==> config.mk <==
export PLATFORM = sky130hd
export DESIGN_NAME = se_selfcomp_monitor
export DESIGN_NICKNAME = d
export VERILOG_FILES = /design/src/rtl/se_pkg.sv /design/src/rtl/se_lat_capture.sv /design/src/rtl/se_selfcomp_monitor.sv
export SDC_FILE = /design/constraint.sdc
export NUM_CORES = 1
export LEC_CHECK = 0
export BUFFER_PORTS_ARGS = -buffer_cell sky130_fd_sc_hd__buf_4
export CAP_MARGIN = 20
export CORE_AREA = 2 2 216 218
export DETAILED_ROUTE_END_ITERATION = 8
export DIE_AREA = 0 0 218 220
export PLACE_DENSITY = 0.52
export REMOVE_ABC_BUFFERS = 1
export SYNTH_ARGS = -nofsm -noshare
export SYNTH_HDL_FRONTEND = slang
export SYNTH_SLANG_ARGS = --single-unit
==> constraint.sdc <==
create_clock -name clock -period 2.21 [get_ports clock]
set_input_delay 0.3315 -clock clock [delete_from_list [all_inputs] [get_ports clock]]
set_output_delay 0.3315 -clock clock [all_outputs]
set_load 0.05 [all_outputs]
==> src/rtl/se_pkg.sv <==
// Shared types and helpers for the SE self-composition timing monitor.
package se_pkg;

   localparam int DATA_W_DEF = 128;
   localparam int CNT_W_DEF  = 8;

   typedef enum logic [1:0] {
      IDLE    = 2'd0,
      WAIT    = 2'd1,
      VERDICT = 2'd2
   } se_state_e;

   // Inputs are zero-extended latencies, so one extra bit holds any difference.
   function automatic logic [32:0] abs_diff(input logic [31:0] a, input logic [31:0] b);
      logic [32:0] r;
      if (a >= b) begin
         r = {1'b0, a - b};
      end else begin
         r = {1'b0, b - a};
      end
      return r;
   endfunction

endpackage

==> src/rtl/se_lat_capture.sv <==
// Per-copy result sink: tracks whether this copy answered and captures its latency and data.
module se_lat_capture
   import se_pkg::*;
#(
   parameter int DATA_W = DATA_W_DEF,
   parameter int CNT_W  = CNT_W_DEF
) (
   input  logic              clock,
   input  logic              reset,
   input  logic              start_i,
   input  logic              wait_i,
   input  logic [CNT_W-1:0]  cnt_i,
   input  logic              force_miss_i,
   input  logic              valid_i,
   input  logic [DATA_W-1:0] result_i,
   output logic              ready_o,
   output logic              got_o,
   output logic              accept_o,
   output logic [CNT_W-1:0]  lat_o,
   output logic [DATA_W-1:0] res_o
);

   logic              got_q, got_d;
   logic [CNT_W-1:0]  lat_q, lat_d;
   logic [DATA_W-1:0] res_q, res_d;

   assign ready_o  = wait_i & ~got_q;
   assign accept_o = valid_i & ready_o;
   assign got_o    = got_q;
   assign lat_o    = lat_q;
   assign res_o    = res_q;

   // Capture on first handshake; a copy still missing at timeout reports an all-ones latency.
   always_comb begin
      got_d = got_q;
      lat_d = lat_q;
      res_d = res_q;
      if (start_i) begin
         got_d = 1'b0;
      end else if (accept_o) begin
         got_d = 1'b1;
         lat_d = cnt_i;
         res_d = result_i;
      end else if (force_miss_i) begin
         lat_d = {CNT_W{1'b1}};
      end else begin
         got_d = got_q;
      end
   end

   always_ff @(posedge clock or negedge reset) begin
      if (!reset) begin
         got_q <= 1'b0;
         lat_q <= {CNT_W{1'b0}};
         res_q <= {DATA_W{1'b0}};
      end else begin
         got_q <= got_d;
         lat_q <= lat_d;
         res_q <= res_d;
      end
   end

endmodule

==> src/rtl/se_selfcomp_monitor.sv <==
// Times both SE copies from a shared issue event and flags a timing leak when their
// completion cycles differ by more than SKEW_TOL or one copy never answers.
module se_selfcomp_monitor
   import se_pkg::*;
#(
   parameter int DATA_W   = DATA_W_DEF,
   parameter int CNT_W    = CNT_W_DEF,
   parameter int TIMEOUT  = 200,
   parameter int SKEW_TOL = 0
) (
   input  logic              clock,
   input  logic              reset,
   input  logic              issue,
   input  logic              clear,
   input  logic              valid_one,
   input  logic [DATA_W-1:0] result_one,
   output logic              ready_one,
   input  logic              valid_two,
   input  logic [DATA_W-1:0] result_two,
   output logic              ready_two,
   output logic [CNT_W-1:0]  lat_one,
   output logic [CNT_W-1:0]  lat_two,
   output logic [DATA_W-1:0] res_one,
   output logic [DATA_W-1:0] res_two,
   output logic              timing_leak,
   output logic              timing_leak_done,
   output logic              both_valid,
   output logic              timeout_err,
   output logic              overlap_err,
   output logic [7:0]        leak_count
);

   se_state_e        state_q, state_d;
   logic [CNT_W-1:0] cnt_q, cnt_d;
   logic             timing_leak_q, timing_leak_d;
   logic             timeout_err_q, timeout_err_d;
   logic             overlap_err_q, overlap_err_d;
   logic [7:0]       leak_count_q, leak_count_d;

   logic start_s, wait_s, verdict_s;
   logic got_one_s, got_two_s, acc_one_s, acc_two_s;
   logic miss_one_s, miss_two_s, to_set_s, leak_s;

   assign start_s   = (state_q == IDLE) & issue;
   assign wait_s    = (state_q == WAIT);
   assign verdict_s = (state_q == VERDICT);

   se_lat_capture #(.DATA_W(DATA_W), .CNT_W(CNT_W)) u_cap_one (
      .clock(clock), .reset(reset), .start_i(start_s), .wait_i(wait_s), .cnt_i(cnt_q),
      .force_miss_i(miss_one_s), .valid_i(valid_one), .result_i(result_one),
      .ready_o(ready_one), .got_o(got_one_s), .accept_o(acc_one_s),
      .lat_o(lat_one), .res_o(res_one)
   );

   se_lat_capture #(.DATA_W(DATA_W), .CNT_W(CNT_W)) u_cap_two (
      .clock(clock), .reset(reset), .start_i(start_s), .wait_i(wait_s), .cnt_i(cnt_q),
      .force_miss_i(miss_two_s), .valid_i(valid_two), .result_i(result_two),
      .ready_o(ready_two), .got_o(got_two_s), .accept_o(acc_two_s),
      .lat_o(lat_two), .res_o(res_two)
   );

   // Transaction FSM with shared latency counter and timeout resolution.
   always_comb begin
      state_d    = state_q;
      cnt_d      = cnt_q;
      miss_one_s = 1'b0;
      miss_two_s = 1'b0;
      to_set_s   = 1'b0;
      case (state_q)
         IDLE: begin
            if (issue) begin
               state_d = WAIT;
               cnt_d   = {{(CNT_W-1){1'b0}}, 1'b1};
            end else begin
               state_d = IDLE;
            end
         end
         WAIT: begin
            if (cnt_q != {CNT_W{1'b1}}) begin
               cnt_d = cnt_q + {{(CNT_W-1){1'b0}}, 1'b1};
            end else begin
               cnt_d = cnt_q;
            end
            if ((got_one_s | acc_one_s) & (got_two_s | acc_two_s)) begin
               state_d = VERDICT;
            end else if (cnt_q == CNT_W'(TIMEOUT)) begin
               state_d    = VERDICT;
               miss_two_s = got_one_s | acc_one_s;
               miss_one_s = got_two_s | acc_two_s;
               to_set_s   = ~(got_one_s | acc_one_s | got_two_s | acc_two_s);
            end else begin
               state_d = WAIT;
            end
         end
         VERDICT: state_d = IDLE;
         default: state_d = IDLE;
      endcase
   end

   // A lone answer is always a leak; two answers leak only beyond the skew tolerance.
   assign leak_s = verdict_s & ((got_one_s ^ got_two_s) |
                   (got_one_s & got_two_s &
                    (abs_diff(32'(lat_one), 32'(lat_two)) > 33'(SKEW_TOL))));

   // Sticky error flags: a same-cycle set takes priority over clear.
   always_comb begin
      timing_leak_d = leak_s ? 1'b1 : (clear ? 1'b0 : timing_leak_q);
      timeout_err_d = to_set_s ? 1'b1 : (clear ? 1'b0 : timeout_err_q);
      overlap_err_d = (issue & ~(state_q == IDLE)) ? 1'b1 : (clear ? 1'b0 : overlap_err_q);
      if (leak_s && (leak_count_q != 8'hFF)) begin
         leak_count_d = leak_count_q + 8'd1;
      end else begin
         leak_count_d = leak_count_q;
      end
   end

   always_ff @(posedge clock or negedge reset) begin
      if (!reset) begin
         state_q       <= IDLE;
         cnt_q         <= {CNT_W{1'b0}};
         timing_leak_q <= 1'b0;
         timeout_err_q <= 1'b0;
         overlap_err_q <= 1'b0;
         leak_count_q  <= 8'd0;
      end else begin
         state_q       <= state_d;
         cnt_q         <= cnt_d;
         timing_leak_q <= timing_leak_d;
         timeout_err_q <= timeout_err_d;
         overlap_err_q <= overlap_err_d;
         leak_count_q  <= leak_count_d;
      end
   end

   assign timing_leak      = timing_leak_q;
   assign timeout_err      = timeout_err_q;
   assign overlap_err      = overlap_err_q;
   assign leak_count       = leak_count_q;
   assign timing_leak_done = verdict_s;
   assign both_valid       = valid_one & valid_two;

endmodule

==> out/results.ini, run 1 <==
[timing]
setup_ws_ns=-0.173
max_slew.worst_pin.slew_ns=0.489
slew_viol_final=0
finalCriticalPeriod_ns=2.38
tns_ns=-1.03
fin_crit_sh=1.08
skew_ns=0.0165
slew_headroom=0.674
setup_viol=8
max_freq_mhz=420
final_hold_viol_count=0
rsz0062_at_grt=yes

[clock_network]
clock_path_buffers=3
cts_tree=done
clkTransAtPathRegs_ns=0.05
cts_sinks=295
htreeDepth=2
clkLatencyLatePin_ns=0.54
cts_buffers=38
clockRootBuffer=clkbuf_16

[critical_path]
endpoint_kind=flop
slowest_stage=dfrtp_1
required_ns=2.62
worstReg2RegEnd=leak_count[1]$_DFFE_PN0P_
critPathMaxStageDelay_ns=0.39
crit_family=compound AO/OA/AOI/OAI gates
r2r_cells=9
reg2reg_slack_ns=-0.17
critPathArrivalTime_ns=2.79
crit_type=flop to flop
critical_path.cell_chain=inv_2 -> ha_4 -> nor2b_4 -> o21a_4 -> or3_1 -> a22o_1 -> a41oi_4 -> nand2_2 -> mux2_4
startpoint_type=flop
cp_max_fo=4
crit_buf_inv=1
worstReg2RegStart=u_cap_one.lat_o[1]$_DFFE_PN0P_

[power]
switching_share=0.500
pwr-share-clk=0.162
vdd_drop_max_v=0.000953
p_sw_mw=18.8
internal-power_mw=18.7
leakagePower_nw=11.4
power_density_nw_per_um2=1760
p_seq_frac=0.251
combinationalPowerShare=0.588

[final_layout]
num_antenna_cells=0
syn_to_final_growth_pct=77.3
drive_gt1_frac=0.329
layout.nets=2484
final_cells=2834

[grt]
grt_antenna_before_repair=2
overflow=0
grt_pass1_vias=12578
grt_use_total=0.186
grt_max_degree=75
grt_pass1_wl_um=70100

[route]
drt_wl_total_um=45500
drc_errors=0
vias=12253
postRouteAntennaNets=0
dr_wl_met2_um=24000
vias_per_cell=4.32
initialDrtViolationCount=572
top_layer=met5
wl_met1_um=17700
wire_per_inst_um=16.1
detail_route.first_pass.iterations=5
dr_wl_met3_um=2390

[hold_path]
holdPathStages=3
holdPathEnd=u_cap_two.res_o[111]$_DFFE_PN0P_
hold_path_class=input pin to flop
worstHoldStart=result_two[111]

[logic_synthesis]
synth-seq-cells=295
synth_flop_cell=dfrtp_1
synth_top_area_share=0.613
ys_top_cells_by_area=dfrtp_1, nand2_1, ha_1, clkbuf_1, o22a_1
async_reset_ff_frac=1.00
synth.yosys.seq_area_share=0.613
synth_cell_types=55
synth_edf_count=0
syn-cell-area_sq_um=12000
yosys_warnings=0
yosys.area.top_type=dfrtp_1
synth_cells=1344
syn_area_per_cell_sq_um=8.96

[floorplan]
die_w_um=218
die_area_sq_um=48000
die_y_um=220
ioPinCount=549
floorplan.core_area_sq_um=45900
start_util=0.263
placementRows=79

[placement]
dp_hpwl_um=31900
io_buffers=548
gp_congestion=0.883
pre_cts_ws_ns=-0.427
dp_cells=2509

[outcome]
violations=negative setup slack
status=complete, but fails checks

[run]
maxCapViolations=0

-- cell families (layout without fill, tap and decap cells) --
family | count (synthesis) | after routing | synth area share
AND/OR/NAND/NOR | 854 | 854 | 0.278
flip-flops | 295 | 295 | 0.613
buffers and inverters | 91 | 974 | 0.0308
AO/OA/AOI/OAI | 65 | 65 | 0.0431
adder cells (fa/ha/maj) | 20 | 20 | 0.0208
XOR/XNOR | 16 | 16 | 0.0116
multiplexers | 3 | 3 | 0.00312
-- cell usage in the layout, fill, tap and decap left out, types with 3 or more instances in the layout --
cell type	count
buf_6	7
clkbuf_8	10
buf_4	613
inv_2	7
nand4_1	5
clkinvlp_4	3
xnor2_1	9
dfrtp_1	295
a22o_1	3
dlygate4sd3_1	252
xor2_1	7
o22a_1	12
ha_4	7
ha_2	3
nor2_1	26
o21ai_0	8
nand2_1	772
nor2b_1	4
and2_4	3
inv_1	18
nand3b_1	3
buf_12	10
a21oi_1	7
o21ai_1	6
and3_1	8
a21o_1	3
clkbuf_1	7
nand3_1	8
clkinv_2	3
nand2b_1	4
ha_1	10
clkbuf_16	39
-- worst max path at each step --
stage / cells after the start / slack (ns) / endpoint / from
CTS: 9 / -0.16 / leak_count[1]$_DFFE_PN0P_ / u_cap_one.lat_o[1]$_DFFE_PN0P_
global route: 13 / -0.28 / leak_count[4]$_DFFE_PN0P_ / u_cap_one.lat_o[5]$_DFFE_PN0P_
finish: 9 / -0.17 / leak_count[1]$_DFFE_PN0P_ / u_cap_one.lat_o[1]$_DFFE_PN0P_
global placement: 9 / -0.34 / leak_count[7]$_DFFE_PN0P_ / u_cap_one.lat_o[3]$_DFFE_PN0P_
floorplan: 6 / -2.39 / u_cap_one.lat_o[2]$_DFFE_PN0P_ / state_q[1]$_DFF_PN0_
detailed placement: 9 / -0.43 / leak_count[7]$_DFFE_PN0P_ / u_cap_one.lat_o[3]$_DFFE_PN0P_
-- flip-flops by register name, indices dropped and copies added, names as in the netlist --
register / cells
u_cap_one.res_o: 128
u_cap_two.res_o: 128
cnt_q: 8
leak_count: 8
u_cap_one.lat_o: 8
u_cap_two.lat_o: 8
state_q: 2
overlap_err: 1
timeout_err: 1
timing_leak: 1
u_cap_one.got_o: 1
u_cap_two.got_o: 1
-- metal layers --
layer,global-route usage,up-vias
li1,-,5889
met1,0.217,5950
met2,0.330,316
met3,0.0425,94
met4,0.0701,4
met5,0,-
-- tightest hold or removal path, delay by kind of cell --
kind                   cells  cell delay, ns
and+or+nand+nor            2            0.12
buffers and inverters      1            0.09
-- Yosys cell counts, types with 4 or more instances --
cell type  number
nand2_1       775
dfrtp_1       295
clkbuf_1       52
nor2_1         26
inv_1          25
ha_1           20
buf_2          12
o21ai_0        12
o22a_1         12
nand3_1        10
xnor2_1         9
a21oi_1         8
and3_1          8
xor2_1          7
nor2b_1         6
nand4_1         5
nand2b_1        4
-- area by class of cell --
type	instances	area, sq um
Inverter	25	93.8
Clock inverter	9	85.1
Multi-Input combinational cell	958	4460
Clock buffer	56	1140
Timing Repair Buffer	884	7430
Fill cell	4384	24500
Sequential cell	295	7380
Tap cell	607	759
-- metrics by stage --
stage	total power, mW	utilization	cell area (sq um)	hold WS, ns
floorplan	22.9	-	11800	0.0359
global placement	30.4	0.379	17400	0.290
detailed placement	30.6	0.379	17400	0.287
CTS	37.8	0.465	21300	0.00452
global route	39.7	0.466	21400	0.0363
finish	37.5	0.466	21400	0.0485
-- what timing repair did --
| item | in CTS | in global routing |
|---|---|---|
| setup buffers | 5 | 3 |
| hold buffers | 252 | 0 |
| hold endpoints to repair | 290 | 0 |
| resized for setup | 35 | 9 |
| pin swaps | 18 | 9 |
| endpoints found under the setup margin | 9 | 9 |
-- power by group through the flow --
stage	Clock, mW	Sequential (mW)	Combinational [mW]
finish	6.06	9.40	22.0
CTS	6.31	9.40	22.0
global route	6.51	9.73	23.4
global placement	0	9.32	21.1
floorplan	0	17.5	5.34
detailed placement	0	9.39	21.2
Power figures use the tool's default switching activity.
==> run 2: changes to the inputs <==
- SKIP_LAST_GASP: unset -> 1
==> out/results.ini, run 2 (synthesis results as in run 1) <==
[final_layout]
final_common_cell=nand2_1
drive_gt1_frac=0.328  ; -0.000751
layout.nets=2483  ; -0.040%
fin_util=0.465  ; about the same
num_antenna_cells=0  ; unchanged
layout_common_cells=nand2_1, buf_4, dfrtp_1
syn_to_final_growth_pct=77.2  ; about the same
final_cells=2833  ; -0.035%

[placement]
dp_hpwl_um=31900  ; unchanged
dp_cells=2509  ; unchanged
gp_congestion=0.883  ; unchanged
io_buffers=548  ; unchanged

[floorplan]
floorplan.core_area_sq_um=45900  ; unchanged
die_y_um=220  ; unchanged
die_w_um=218  ; unchanged
placementRows=79  ; unchanged
start_util=0.263  ; unchanged
die_area_sq_um=48000  ; unchanged
ioPinCount=549  ; unchanged

[route]
vias_per_cell=4.31  ; -0.26%
wire_per_inst_um=16.1  ; about the same
detail_route.first_pass.iterations=5  ; unchanged
initialDrtViolationCount=597  ; +4.4%
drt_wl_total_um=45500  ; about the same
drc_errors=0  ; unchanged
postRouteAntennaNets=0  ; unchanged
vias=12217  ; -0.29%

[timing]
tns_ns=-0.932  ; +0.102 ns
skew_ns=0.0167  ; +0.000257 ns
rsz0062_at_grt=yes
slew_headroom=0.676  ; +0.00178
max_slew.worst_pin.slew_ns=0.486  ; -0.00267 ns
final_hold_viol_count=0  ; unchanged
fin_crit_sh=1.07  ; -0.00736
finalCriticalPeriod_ns=2.37  ; -0.0163 ns
slew_viol_final=0  ; unchanged
max_freq_mhz=423  ; +0.69%
setup_viol=8  ; unchanged
setup_ws_ns=-0.157  ; +0.0163 ns

[clock_network]
cts_buffers=38  ; unchanged
htreeDepth=2  ; unchanged
cts_sinks=295  ; unchanged
clkTransAtPathRegs_ns=0.05  ; about the same
clkLatencyLatePin_ns=0.54  ; about the same
clock_path_buffers=3  ; unchanged
cts_tree=done
clockRootBuffer=clkbuf_16

[grt]
grt_max_degree=75  ; unchanged
use_met3=0.0425  ; unchanged
grt-busiest-layer=met2
grt_pass1_vias=12578  ; unchanged
grt_antenna_before_repair=2  ; unchanged
grt_pass1_wl_um=70100  ; unchanged
met2_usage=0.330  ; unchanged
grtUsageMet1=0.217  ; unchanged
overflow=0  ; unchanged
grt_use_total=0.186  ; unchanged

[power]
power_density_nw_per_um2=1760  ; about the same
vdd_drop_max_v=0.000953  ; about the same
leakagePower_nw=11.4  ; about the same

[critical_path]
crit_type=flop to flop
startpoint_type=flop
endpoint_kind=flop
cp_max_fo=6  ; +2
reg2reg_slack_ns=-0.16  ; +0.02 ns
critPathArrivalTime_ns=2.78  ; about the same
required_ns=2.62  ; about the same

[hold_path]
hold_path_class=input pin to flop

[outcome]
status=complete, but fails checks
violations=negative setup slack

[run]
maxCapViolations=0  ; unchanged

==> run 2: report_power, final <==
part           total, mW  switching, mW  internal [mW]  leakage (nW)
sequential          9.41           1.52           7.89          3.69
clock               6.06           2.39           3.68         0.596
combinational       22.0           14.9           7.16          7.11
total               37.5           18.8           18.7          11.4
==> run 2: timing repair <==
item,4_1_cts,5_1_grt
cloned,0,0
pin swaps,18,14
resized for setup,31,12
buffers inserted,5,3
hold buffers,252,0
setup endpoints to repair,9,9
endpoints found under the hold margin,290,0
==> run 2: worst paths after layout <==
kind / start / endpoint / depth (start not counted)
setup / recovery: u_cap_two.lat_o[3]$_DFFE_PN0P_ / leak_count[1]$_DFFE_PN0P_ / 9
hold / removal: result_two[111] / u_cap_two.res_o[111]$_DFFE_PN0P_ / 3
setup reg to reg: u_cap_two.lat_o[3]$_DFFE_PN0P_ / leak_count[1]$_DFFE_PN0P_ / 9
hold reg to reg: u_cap_two.res_o[3]$_DFFE_PN0P_ / u_cap_two.res_o[3]$_DFFE_PN0P_ / 2
max in group asynchronous: reset / u_cap_two.res_o[30]$_DFFE_PN0P_ / 4
min in group asynchronous: reset / u_cap_one.res_o[14]$_DFFE_PN0P_ / 2
==> run 2: layout make-up <==
cell class | count | area (sq um)
fillers | 4384 | 24500
repair buffers | 883 | 7430
flip-flops and latches | 295 | 7380
multi-input cells | 958 | 4460
clock buffers | 56 | 1140
well taps | 607 | 759
inverters | 25 | 93.8
clock inverters | 9 | 85.1
==> run 2: metal layers <==
metal	part of all wire	vias up
met5	0.00044	-
met4	0.030	4
met3	0.053	94
met2	0.53	312
met1	0.39	5921
li1	-	5886
==> run 2: per-stage QoR <==
step	setup slack [ns]	power [mW]	area [sq um]	hold WS, ns
final	-0.157	37.5	21300	0.0474
after CTS	-0.161	37.7	21300	0.00452
after global placement	-0.337	30.4	17400	0.290
after floorplan	-2.39	22.9	11800	0.0359
after detailed placement	-0.427	30.6	17400	0.287
after global routing	-0.255	39.7	21300	0.0363
==> run 2: critical path, cell delays in order (launching register included) <==
cell       delay, ns
dfrtp_1         0.40
ha_4            0.32
and2_4          0.17
o21a_4          0.14
o21ai_1         0.10
a2111oi_4       0.39
buf_4           0.18
a41oi_4         0.14
nand2_2         0.10
mux2_4          0.30
